<file path="src/rtl/ltssm_os_pkg.sv">
// Shared types and constants for the LTSSM ordered-set lane agreement logic.
package ltssm_os_pkg;

    typedef enum logic [1:0] {
        OS_NONE  = 2'd0,
        OS_TS1   = 2'd1,
        OS_TS2   = 2'd2,
        OS_OTHER = 2'd3
    } os_type_e;

    typedef enum logic [1:0] {
        MM_IDENT  = 2'd0,
        MM_PAD    = 2'd1,
        MM_NONPAD = 2'd2
    } match_mode_e;

    typedef enum logic [1:0] {
        ST_IDLE  = 2'd0,
        ST_TRACK = 2'd1,
        ST_EVAL  = 2'd2,
        ST_DONE  = 2'd3
    } agree_state_e;

    localparam logic [7:0] PAD_SYMBOL = 8'hF7;

    localparam logic [2:0] WC_NONE = 3'd0;
    localparam logic [2:0] WC_X1   = 3'd1;
    localparam logic [2:0] WC_X2   = 3'd2;
    localparam logic [2:0] WC_X4   = 3'd3;
    localparam logic [2:0] WC_X8   = 3'd4;
    localparam logic [2:0] WC_X16  = 3'd5;
    localparam logic [2:0] WC_X32  = 3'd6;

endpackage

</file>
<file path="src/rtl/ts_lane_tracker.sv">
// One lane's TS consecutive-match tracker: qualify, compare against the held
// {type, link, lane}, saturating count and registered lane_done.
module ts_lane_tracker
    import ltssm_os_pkg::*;
#(
    parameter int SYMBOL_WIDTH = 8,
    parameter int REQ_COUNT    = 8,
    parameter int CNT_WIDTH    = 4
) (
    input  logic                    clk,
    input  logic                    rst,
    input  logic                    clr,
    input  logic                    track_en,
    input  logic [1:0]              match_mode,
    input  logic [1:0]              expected_type,
    input  logic                    os_valid,
    input  logic [1:0]              os_type,
    input  logic [SYMBOL_WIDTH-1:0] link_num,
    input  logic [SYMBOL_WIDTH-1:0] lane_num,
    output logic                    lane_done,
    output logic [SYMBOL_WIDTH-1:0] held_link,
    output logic [SYMBOL_WIDTH-1:0] held_lane
);

    localparam logic [SYMBOL_WIDTH-1:0] PAD = SYMBOL_WIDTH'(PAD_SYMBOL);
    localparam logic [CNT_WIDTH-1:0]    REQ = CNT_WIDTH'(REQ_COUNT);

    logic [CNT_WIDTH-1:0] cnt, cnt_next;
    logic [1:0]           held_type;
    logic                 held_valid, valid_next;
    logic                 qualify, same, load;

    always_comb begin
        qualify = (os_type == expected_type);
        case (match_mode_e'(match_mode))
            MM_PAD:    qualify = qualify && (link_num == PAD) && (lane_num == PAD);
            MM_NONPAD: qualify = qualify && (link_num != PAD) && (lane_num != PAD);
            default:   qualify = qualify;
        endcase
        same = held_valid && (os_type == held_type) &&
               (link_num == held_link) && (lane_num == held_lane);
    end

    always_comb begin
        cnt_next   = cnt;
        valid_next = held_valid;
        load       = 1'b0;
        if (clr) begin
            cnt_next   = '0;
            valid_next = 1'b0;
        end else if (track_en && os_valid) begin
            if (!qualify) begin
                cnt_next   = '0;
                valid_next = 1'b0;
            end else if (same) begin
                if (cnt < REQ)
                    cnt_next = cnt + 1'b1;
            end else begin
                cnt_next   = CNT_WIDTH'(1);
                valid_next = 1'b1;
                load       = 1'b1;
            end
        end
    end

    always_ff @(posedge clk or negedge rst) begin
        if (!rst) begin
            cnt        <= '0;
            held_valid <= 1'b0;
            held_type  <= '0;
            held_link  <= '0;
            held_lane  <= '0;
            lane_done  <= 1'b0;
        end else begin
            cnt        <= cnt_next;
            held_valid <= valid_next;
            lane_done  <= (cnt_next >= REQ);
            if (load) begin
                held_type <= os_type;
                held_link <= link_num;
                held_lane <= lane_num;
            end
        end
    end

endmodule

</file>
<file path="src/rtl/ts_lane_agreement.sv">
// Per-lane TS1/TS2 agreement tracking plus link-width and lane-order resolution
// for the LTSSM Configuration/Recovery substates.
module ts_lane_agreement
    import ltssm_os_pkg::*;
#(
    parameter int NUM_LANES    = 32,
    parameter int SYMBOL_WIDTH = 8,
    parameter int REQ_COUNT    = 8,
    parameter int CNT_WIDTH    = 4
) (
    input  logic                              clk,
    input  logic                              rst,
    input  logic                              start,
    input  logic                              clear,
    input  logic                              eval_req,
    input  logic [1:0]                        match_mode,
    input  logic [1:0]                        expected_type,
    input  logic [NUM_LANES-1:0]              rx_os_valid,
    input  logic [2*NUM_LANES-1:0]            rx_os_type,
    input  logic [SYMBOL_WIDTH*NUM_LANES-1:0] rx_link_num,
    input  logic [SYMBOL_WIDTH*NUM_LANES-1:0] rx_lane_num,
    output logic [NUM_LANES-1:0]              lane_done,
    output logic                              width_valid,
    output logic [2:0]                        width_code,
    output logic [SYMBOL_WIDTH-1:0]           agreed_link_num,
    output logic                              lane_reversed,
    output logic                              busy
);

    localparam int unsigned NL     = NUM_LANES;
    localparam int unsigned LOG2_N = $clog2(NUM_LANES);

    agree_state_e state, state_next;

    logic [SYMBOL_WIDTH-1:0] lane_link [NUM_LANES];
    logic [SYMBOL_WIDTH-1:0] lane_lane [NUM_LANES];
    logic                    track_en, lane_clr;

    assign track_en = (state == ST_TRACK);
    assign lane_clr = clear | start;
    assign busy     = (state == ST_TRACK) || (state == ST_EVAL);

    for (genvar g = 0; g < NUM_LANES; g++) begin : g_lane
        ts_lane_tracker #(
            .SYMBOL_WIDTH (SYMBOL_WIDTH),
            .REQ_COUNT    (REQ_COUNT),
            .CNT_WIDTH    (CNT_WIDTH)
        ) u_trk (
            .clk           (clk),
            .rst           (rst),
            .clr           (lane_clr),
            .track_en      (track_en),
            .match_mode    (match_mode),
            .expected_type (expected_type),
            .os_valid      (rx_os_valid[g]),
            .os_type       (rx_os_type[2*g +: 2]),
            .link_num      (rx_link_num[SYMBOL_WIDTH*g +: SYMBOL_WIDTH]),
            .lane_num      (rx_lane_num[SYMBOL_WIDTH*g +: SYMBOL_WIDTH]),
            .lane_done     (lane_done[g]),
            .held_link     (lane_link[g]),
            .held_lane     (lane_lane[g])
        );
    end

    always_ff @(posedge clk or negedge rst) begin
        if (!rst) state <= ST_IDLE;
        else      state <= state_next;
    end

    always_comb begin
        state_next = state;
        if (clear)
            state_next = ST_IDLE;
        else if (start)
            state_next = ST_TRACK;
        else begin
            case (state)
                ST_TRACK: if (eval_req || (&lane_done)) state_next = ST_EVAL;
                ST_EVAL:  state_next = ST_DONE;
                default:  state_next = state;
            endcase
        end
    end

    // Widest power-of-two prefix of lanes that agrees wins; k indexes width NL>>k.
    logic       res_found, res_rev, all_ok, norm_ok, rev_ok;
    logic [2:0] res_code;

    always_comb begin
        res_found = 1'b0;
        res_rev   = 1'b0;
        res_code  = WC_NONE;
        all_ok    = 1'b0;
        norm_ok   = 1'b0;
        rev_ok    = 1'b0;
        for (int unsigned k = 0; k <= LOG2_N; k++) begin
            all_ok  = 1'b1;
            norm_ok = 1'b1;
            rev_ok  = 1'b1;
            for (int unsigned i = 0; i < NL; i++) begin
                if (i < (NL >> k)) begin
                    if (!lane_done[i])
                        all_ok = 1'b0;
                    if ((match_mode_e'(match_mode) != MM_PAD) && (lane_link[i] != lane_link[0]))
                        all_ok = 1'b0;
                    if (lane_lane[i] != SYMBOL_WIDTH'(i))
                        norm_ok = 1'b0;
                    if (lane_lane[i] != SYMBOL_WIDTH'((NL >> k) - 1 - i))
                        rev_ok = 1'b0;
                end
            end
            if ((match_mode_e'(match_mode) == MM_NONPAD) && !norm_ok && !rev_ok)
                all_ok = 1'b0;
            if (all_ok && !res_found) begin
                res_found = 1'b1;
                res_code  = WC_X1 + 3'(LOG2_N - k);
                res_rev   = (match_mode_e'(match_mode) == MM_NONPAD) && (k < LOG2_N) && !norm_ok;
            end
        end
    end

    always_ff @(posedge clk or negedge rst) begin
        if (!rst) begin
            width_valid     <= 1'b0;
            width_code      <= WC_NONE;
            agreed_link_num <= '0;
            lane_reversed   <= 1'b0;
        end else if (clear || start) begin
            width_valid     <= 1'b0;
            width_code      <= WC_NONE;
            agreed_link_num <= '0;
            lane_reversed   <= 1'b0;
        end else if (state == ST_EVAL) begin
            width_valid     <= 1'b1;
            width_code      <= res_code;
            agreed_link_num <= res_found ? lane_link[0] : '0;
            lane_reversed   <= res_rev;
        end
    end

endmodule

</file>
<file path="config.mk">
export PLATFORM = sky130hd
export DESIGN_NAME = ts_lane_agreement
export DESIGN_NICKNAME = d
export VERILOG_FILES = /design/src/rtl/ltssm_os_pkg.sv /design/src/rtl/ts_lane_tracker.sv /design/src/rtl/ts_lane_agreement.sv
export SDC_FILE = /design/constraint.sdc
export NUM_CORES = 2
export LEC_CHECK = 0
export CAP_MARGIN = 25
export CORE_ASPECT_RATIO = 0.8
export CORE_MARGIN = 2
export CORE_UTILIZATION = 42
export DETAILED_ROUTE_END_ITERATION = 10
export PLACE_DENSITY = 0.62
export SYNTH_ARGS = -nofsm -noshare
export SYNTH_HDL_FRONTEND = slang
export SYNTH_HIERARCHICAL = 1
export SYNTH_SLANG_ARGS = --single-unit
export TNS_END_PERCENT = 1
</file>
<file path="constraint.sdc">
create_clock -name clk -period 3.9 [get_ports clk]
set_clock_uncertainty 0.2 [all_clocks]
set_input_delay 0.78 -clock clk [delete_from_list [all_inputs] [get_ports clk]]
set_output_delay 0.78 -clock clk [all_outputs]
set_load 0.02 [all_outputs]
</file>
==> flow_summary.html <==
<table>
<tr><th>Metric</th><th>Value</th></tr>
<tr><th colspan="2">Global route</th></tr>
<tr><td>Vias in the first global route</td><td>around 39,000</td></tr>
<tr><td>Tot GR Track Use</td><td>around 31%</td></tr>
<tr><td>Pin count of the biggest net entering global routing</td><td>between 80 and 90</td></tr>
<tr><td>Wire length of the first global-routing pass</td><td>about 270 mm</td></tr>
<tr><td>Number of antenna violations at the first check in global routing</td><td>a little under 50</td></tr>
<tr><td>Overall overflow remaining after global route</td><td>0</td></tr>
<tr><th colspan="2">Clock network</th></tr>
<tr><td>Clock latency of the later-clocked register in the worst-skew pair</td><td>a little under 700 ps</td></tr>
<tr><td>Clock-pin slew on the worst setup and hold paths</td><td>around 60 ps</td></tr>
<tr><td>Clock buffer count from CTS</td><td>between 80 and 90</td></tr>
<tr><td>Clk sink count</td><td>between 700 and 800</td></tr>
<tr><td>Clock H-tree levels</td><td>3</td></tr>
<tr><td>Clock buffer depth</td><td>3</td></tr>
<tr><td>TritonCTS clock tree</td><td>built</td></tr>
<tr><td>Root buffer selected by CTS</td><td>sky130_fd_sc_hd__clkbuf_16</td></tr>
<tr><th colspan="2">Setup path</th></tr>
<tr><td>Register-to-register setup slack</td><td>80 ps</td></tr>
<tr><td>Crit end category</td><td>flip-flop</td></tr>
<tr><td>Critical path class</td><td>reg2reg</td></tr>
<tr><td>Crit Reg-Reg Endpoint</td><td>agreed_link_num[3]</td></tr>
<tr><td>Launch point of the worst reg-to-reg path</td><td>g_lane[4].u_trk/held_lane[1]</td></tr>
<tr><td>CP startpoint kind</td><td>flip-flop</td></tr>
<tr><td>Worst Path Max Fanout</td><td>10</td></tr>
<tr><td>Launch point of the worst path</td><td>g_lane[4].u_trk/held_lane[1]</td></tr>
<tr><td>Critical Path AT</td><td>around 4200 ps</td></tr>
<tr><td>Count of cells along the worst register-to-register path</td><td>8</td></tr>
<tr><td>Required time of the critical path</td><td>4280 ps</td></tr>
<tr><td>Critical path endpoint</td><td>agreed_link_num[3]</td></tr>
<tr><th colspan="2">Finish</th></tr>
<tr><td>Multi-input gate area</td><td>between 20,000 and 30,000 um2</td></tr>
<tr><td>Share of post-route cells with drive strength above 1</td><td>roughly a fifth</td></tr>
<tr><td>Layout filler cell count</td><td>10,200</td></tr>
<tr><td>Most common cell after layout, fill and taps aside</td><td>sky130_fd_sc_hd__dfrtp_1</td></tr>
<tr><td>Commonest cells after routing, fill and taps aside</td><td>sky130_fd_sc_hd__dfrtp_1, sky130_fd_sc_hd__clkdlybuf4s50_1, sky130_fd_sc_hd__xnor2_1</td></tr>
<tr><td># nets final</td><td>~6,000</td></tr>
<tr><td>Area delta synth-&gt;final</td><td>25.3%</td></tr>
<tr><td>Seq. cell area</td><td>18,800 um2</td></tr>
<tr><th colspan="2">Power</th></tr>
<tr><td>Internal power consumption</td><td>about 17 mW</td></tr>
<tr><td>Register share of total power</td><td>41.4%</td></tr>
<tr><td>Logic pwr share</td><td>between 20% and 30%</td></tr>
<tr><td>Share of total power consumed by net switching</td><td>33.2%</td></tr>
<tr><td>Relative contribution of the clock network to total power</td><td>approximately a third</td></tr>
<tr><td>Ratio of total power to cell area</td><td>about 420 nW/um2</td></tr>
<tr><td>Worst vdd ir</td><td>just under 0.0004 V</td></tr>
<tr><td>Cell leakage power</td><td>~24 nW</td></tr>
<tr><td>Switching power summed over all nets</td><td>about 8.6 mW</td></tr>
<tr><th colspan="2">Floorplanning</th></tr>
<tr><td>Die Height</td><td>308 um</td></tr>
<tr><td>Area of the die</td><td>about 120,000 um2</td></tr>
<tr><td>Std cell rows</td><td>~110</td></tr>
<tr><td>Number of ports placed on the die boundary</td><td>between 600 and 700</td></tr>
<tr><td>Placeable core region</td><td>between 100,000 and 150,000 um2</td></tr>
<tr><td>Initial standard-cell utilization of the core</td><td>~42%</td></tr>
<tr><td>Horiz. Die Dim</td><td>384 um</td></tr>
<tr><th colspan="2">Timing</th></tr>
<tr><td>Max frequency</td><td>0.262 GHz</td></tr>
<tr><td>Period utilisation layout</td><td>a little over nine tenths</td></tr>
<tr><td>Max-slew headroom at the worst pin</td><td>24.8%</td></tr>
<tr><td>Total of endpoints with negative setup slack in the final report</td><td>0</td></tr>
<tr><td>Fin. Hold Viols</td><td>0</td></tr>
<tr><td>Fin Setup TNS</td><td>0 ps</td></tr>
<tr><td>Final Worst Setup Slack</td><td>approximately 83 ps</td></tr>
<tr><td>Slew at the pin closest to its max-slew limit</td><td>between 1000 and 1500 ps</td></tr>
<tr><td>Final min period</td><td>between 3000 and 4000 ps</td></tr>
<tr><td>Setup repair after global routing missed its margin</td><td>false</td></tr>
<tr><td>Final Slew Violations</td><td>0</td></tr>
<tr><th colspan="2">Synthesis</th></tr>
<tr><td>Sequential cell area fraction in the yosys report</td><td>roughly two fifths</td></tr>
<tr><td>Dominant synthesized flop cell</td><td>sky130_fd_sc_hd__dfrtp_1</td></tr>
<tr><td>Post-Synthesis Cell Area</td><td>48,600 um2</td></tr>
<tr><td>Number of distinct library cell variants in the gate-level netlist after synthesis</td><td>80</td></tr>
<tr><td>Synth Area in Compound Gates</td><td>7.07%</td></tr>
<tr><td>Number of cells produced by synthesis</td><td>about 4,400</td></tr>
<tr><td>Synth warnings</td><td>6</td></tr>
<tr><td>Synthesized net count</td><td>a little over 5,000</td></tr>
<tr><td>XOR/XNOR Fraction of Synth Area</td><td>11.9%</td></tr>
<tr><td>Count of flip-flops with a built-in enable after synthesis</td><td>0</td></tr>
<tr><td>Mux share of post-synthesis cell area</td><td>between 15 and 20%</td></tr>
<tr><td>Largest family of logic cells by synthesized area</td><td>simple AND/OR/NAND/NOR gates</td></tr>
<tr><td>Mapped Avg Cell Area</td><td>11.1 um2</td></tr>
<tr><td>Flip-flop and latch count after synthesis</td><td>~750</td></tr>
<tr><td>Async SR Flop Fraction</td><td>100%</td></tr>
<tr><td>Post-synthesis share of cell area spent on and, or, nand and nor gates</td><td>approximately 20%</td></tr>
<tr><td>Adder-Cell Fraction of Synth Area</td><td>about 2.5%</td></tr>
<tr><th colspan="2">Drt</th></tr>
<tr><td>Routed wire length per instance</td><td>~28 um</td></tr>
<tr><td>DRT antenna net count</td><td>0</td></tr>
<tr><td>Total via count in the routed design</td><td>around 40,000</td></tr>
<tr><td>Routed wire length</td><td>188 mm</td></tr>
<tr><td>Total DRC errors in the routed layout</td><td>50</td></tr>
<tr><td>First DRT Iteration DRCs</td><td>about 4,000</td></tr>
<tr><td>TritonRoute pass-1 iters</td><td>8</td></tr>
<tr><td>Drt via density</td><td>approximately 6</td></tr>
<tr><th colspan="2">Placed design</th></tr>
<tr><td>Half-perimeter wire length of the detailed placement result</td><td>between 150 and 200 mm</td></tr>
<tr><td>I/O Buffers</td><td>662</td></tr>
<tr><td>Placement-stage worst setup slack</td><td>-86.0 ps</td></tr>
<tr><td>GP Congestion</td><td>between 0.9 and 1</td></tr>
<tr><th colspan="2">Status</th></tr>
<tr><td>Result of the run</td><td>finished with violations</td></tr>
<tr><td>Violations in the final reports</td><td>design-rule violations</td></tr>
<tr><th colspan="2">Job</th></tr>
<tr><td>Max-cap violations</td><td>0</td></tr>
<tr><th colspan="2">Min path</th></tr>
<tr><td>Classification of the worst-slack hold path</td><td>reg2reg</td></tr>
</table>
-- metrics by stage --
stage / hold WS [ps] / instance area, um2 / std cells / util [%] / total power, mW
after detailed placement: 304 / 57900 / 6624 / 50.5 / 17.4
after global routing: 346 / 60900 / 6811 / 53.1 / 26.9
final: 318 / 60900 / 6820 / 53.1 / 25.9
after global placement: 301 / 57900 / 6624 / 50.5 / 17.2
after floorplan: 276 / 48600 / 4382 / - / 14.0
after CTS: 317 / 60800 / 6782 / 53.0 / 25.9
-- per-layer routing --
layer  vias up  global-route usage (%)  wire length, um
met5         -                       0              168
met4        26                    9.19             5490
met3       286                    6.17            14600
met2      1623                    45.3            80300
met1     20400                    46.1            87500
li1      18100                       -                -
-- worst max-delay path: stages, from the launching register on --
cell                       delay [ps]
sky130_fd_sc_hd__dfrtp_1          430
sky130_fd_sc_hd__or4b_1           570
sky130_fd_sc_hd__or3_1            440
sky130_fd_sc_hd__or4_1            580
sky130_fd_sc_hd__or4_1            630
sky130_fd_sc_hd__o32ai_2          270
sky130_fd_sc_hd__or2_4            220
sky130_fd_sc_hd__o211ai_4         140
sky130_fd_sc_hd__a41oi_1          230
-- synthesized netlist by cell type, types with 4 or more instances --
| master | instances | share of area, % |
|---|---|---|
| sky130_fd_sc_hd__a211oi_1 | 31 | 0.48 |
| sky130_fd_sc_hd__a21oi_1 | 73 | 0.75 |
| sky130_fd_sc_hd__a21oi_4 | 30 | 1.0 |
| sky130_fd_sc_hd__a22oi_1 | 12 | 0.19 |
| sky130_fd_sc_hd__a31oi_1 | 71 | 0.91 |
| sky130_fd_sc_hd__a41oi_1 | 39 | 0.70 |
| sky130_fd_sc_hd__and2_1 | 64 | 0.82 |
| sky130_fd_sc_hd__and3_1 | 89 | 1.1 |
| sky130_fd_sc_hd__and4_1 | 68 | 1.2 |
| sky130_fd_sc_hd__and4b_1 | 7 | 0.14 |
| sky130_fd_sc_hd__buf_12 | 31 | 1.3 |
| sky130_fd_sc_hd__buf_6 | 32 | 0.74 |
| sky130_fd_sc_hd__clkbuf_1 | 51 | 0.39 |
| sky130_fd_sc_hd__dfrtp_1 | 752 | 39 |
| sky130_fd_sc_hd__ha_1 | 98 | 2.5 |
| sky130_fd_sc_hd__inv_1 | 134 | 1.0 |
| sky130_fd_sc_hd__mux2_2 | 266 | 6.2 |
| sky130_fd_sc_hd__mux2_4 | 310 | 9.6 |
| sky130_fd_sc_hd__mux2i_1 | 24 | 0.49 |
| sky130_fd_sc_hd__nand2_1 | 170 | 1.3 |
| sky130_fd_sc_hd__nand2b_1 | 67 | 0.86 |
| sky130_fd_sc_hd__nand3_1 | 78 | 0.80 |
| sky130_fd_sc_hd__nand4_1 | 379 | 4.9 |
| sky130_fd_sc_hd__nand4b_1 | 74 | 1.3 |
| sky130_fd_sc_hd__nor2_1 | 215 | 1.7 |
| sky130_fd_sc_hd__nor2b_1 | 4 | 0.051 |
| sky130_fd_sc_hd__nor3_1 | 75 | 0.77 |
| sky130_fd_sc_hd__nor3_2 | 30 | 0.62 |
| sky130_fd_sc_hd__nor3b_2 | 30 | 0.77 |
| sky130_fd_sc_hd__nor4_1 | 63 | 0.81 |
| sky130_fd_sc_hd__nor4b_1 | 13 | 0.23 |
| sky130_fd_sc_hd__nor4bb_1 | 9 | 0.19 |
| sky130_fd_sc_hd__o211ai_1 | 34 | 0.52 |
| sky130_fd_sc_hd__o21ai_0 | 40 | 0.41 |
| sky130_fd_sc_hd__o22a_2 | 30 | 0.62 |
| sky130_fd_sc_hd__o22ai_1 | 17 | 0.22 |
| sky130_fd_sc_hd__o32ai_1 | 32 | 0.58 |
| sky130_fd_sc_hd__or3_1 | 37 | 0.48 |
| sky130_fd_sc_hd__or3b_4 | 30 | 0.69 |
| sky130_fd_sc_hd__or4_1 | 48 | 0.74 |
| sky130_fd_sc_hd__xnor2_1 | 517 | 9.3 |
| sky130_fd_sc_hd__xor2_1 | 146 | 2.6 |
-- kinds of logic (layout without fill, tap and decap cells) --
family | Yosys count | count (layout)
AOI/OAI and AO/OA | 444 | 444
muxes | 600 | 600
adders and majority gates | 98 | 98
buffers and inverters | 248 | 1123
xor gates and xnor gates | 663 | 663
DFF | 752 | 752
other | 0 | 38
and+or+nand+nor | 1577 | 1577
-- power groups by stage --
| stage | clock (mW) | sequential, mW | combinational, mW |
|---|---|---|---|
| floorplan | 0 | 9.95 | 4.06 |
| global placement | 0 | 10.7 | 6.48 |
| detailed placement | 0 | 10.8 | 6.58 |
| CTS | 8.61 | 10.6 | 6.63 |
| global route | 8.93 | 10.8 | 7.17 |
| finish | 8.48 | 10.7 | 6.69 |
-- state kept, by name (all words and copies together) (netlist names) --
name,cells
g_lane.u_trk/lane_done,1
state,2
agreed_link_num,8
g_lane.u_trk/held_type,64
width_valid,1
g_lane.u_trk/held_link,256
g_lane.u_trk/cnt,128
lane_reversed,1
g_lane.u_trk/held_lane,256
g_lane.u_trk/held_valid,32
width_code,3
-- worst min-delay path by stage --
stage                                       start  slack (ps)                            end  depth (start not counted)
finish                    g_lane[19].u_trk/cnt[2]         320        g_lane[19].u_trk/cnt[2]                          2
global route        g_lane[15].u_trk/held_type[0]         350  g_lane[15].u_trk/held_type[0]                          1
CTS                       g_lane[21].u_trk/cnt[2]         320        g_lane[21].u_trk/cnt[2]                          2
global placement           g_lane[1].u_trk/cnt[2]         300         g_lane[1].u_trk/cnt[2]                          2
floorplan                                     rst         280             agreed_link_num[0]                          0
detailed placement        g_lane[28].u_trk/cnt[2]         300        g_lane[28].u_trk/cnt[2]                          2
-- layout make-up --
type	count	share of cell area (%)
repair buffers	832	13.8
diodes	38	0.156
well taps	1525	3.13
multi-input cells	3382	46.4
clock buffers	132	4.13
flip-flops and latches	752	30.9
inverters	134	0.830
clock inverters	25	0.585
-- repair_timing --
| action | 4_1_cts | 5_1_grt |
|---|---|---|
| pin swaps | 0 | 0 |
| gates resized for setup | 1 | 1 |
| setup buffers | 0 | 0 |
| endpoints found under the setup margin | 10 | 2 |
| hold buffers | 1 | 0 |
| hold endpoints to repair | 49 | 0 |
(Power assumes the default switching activity.)
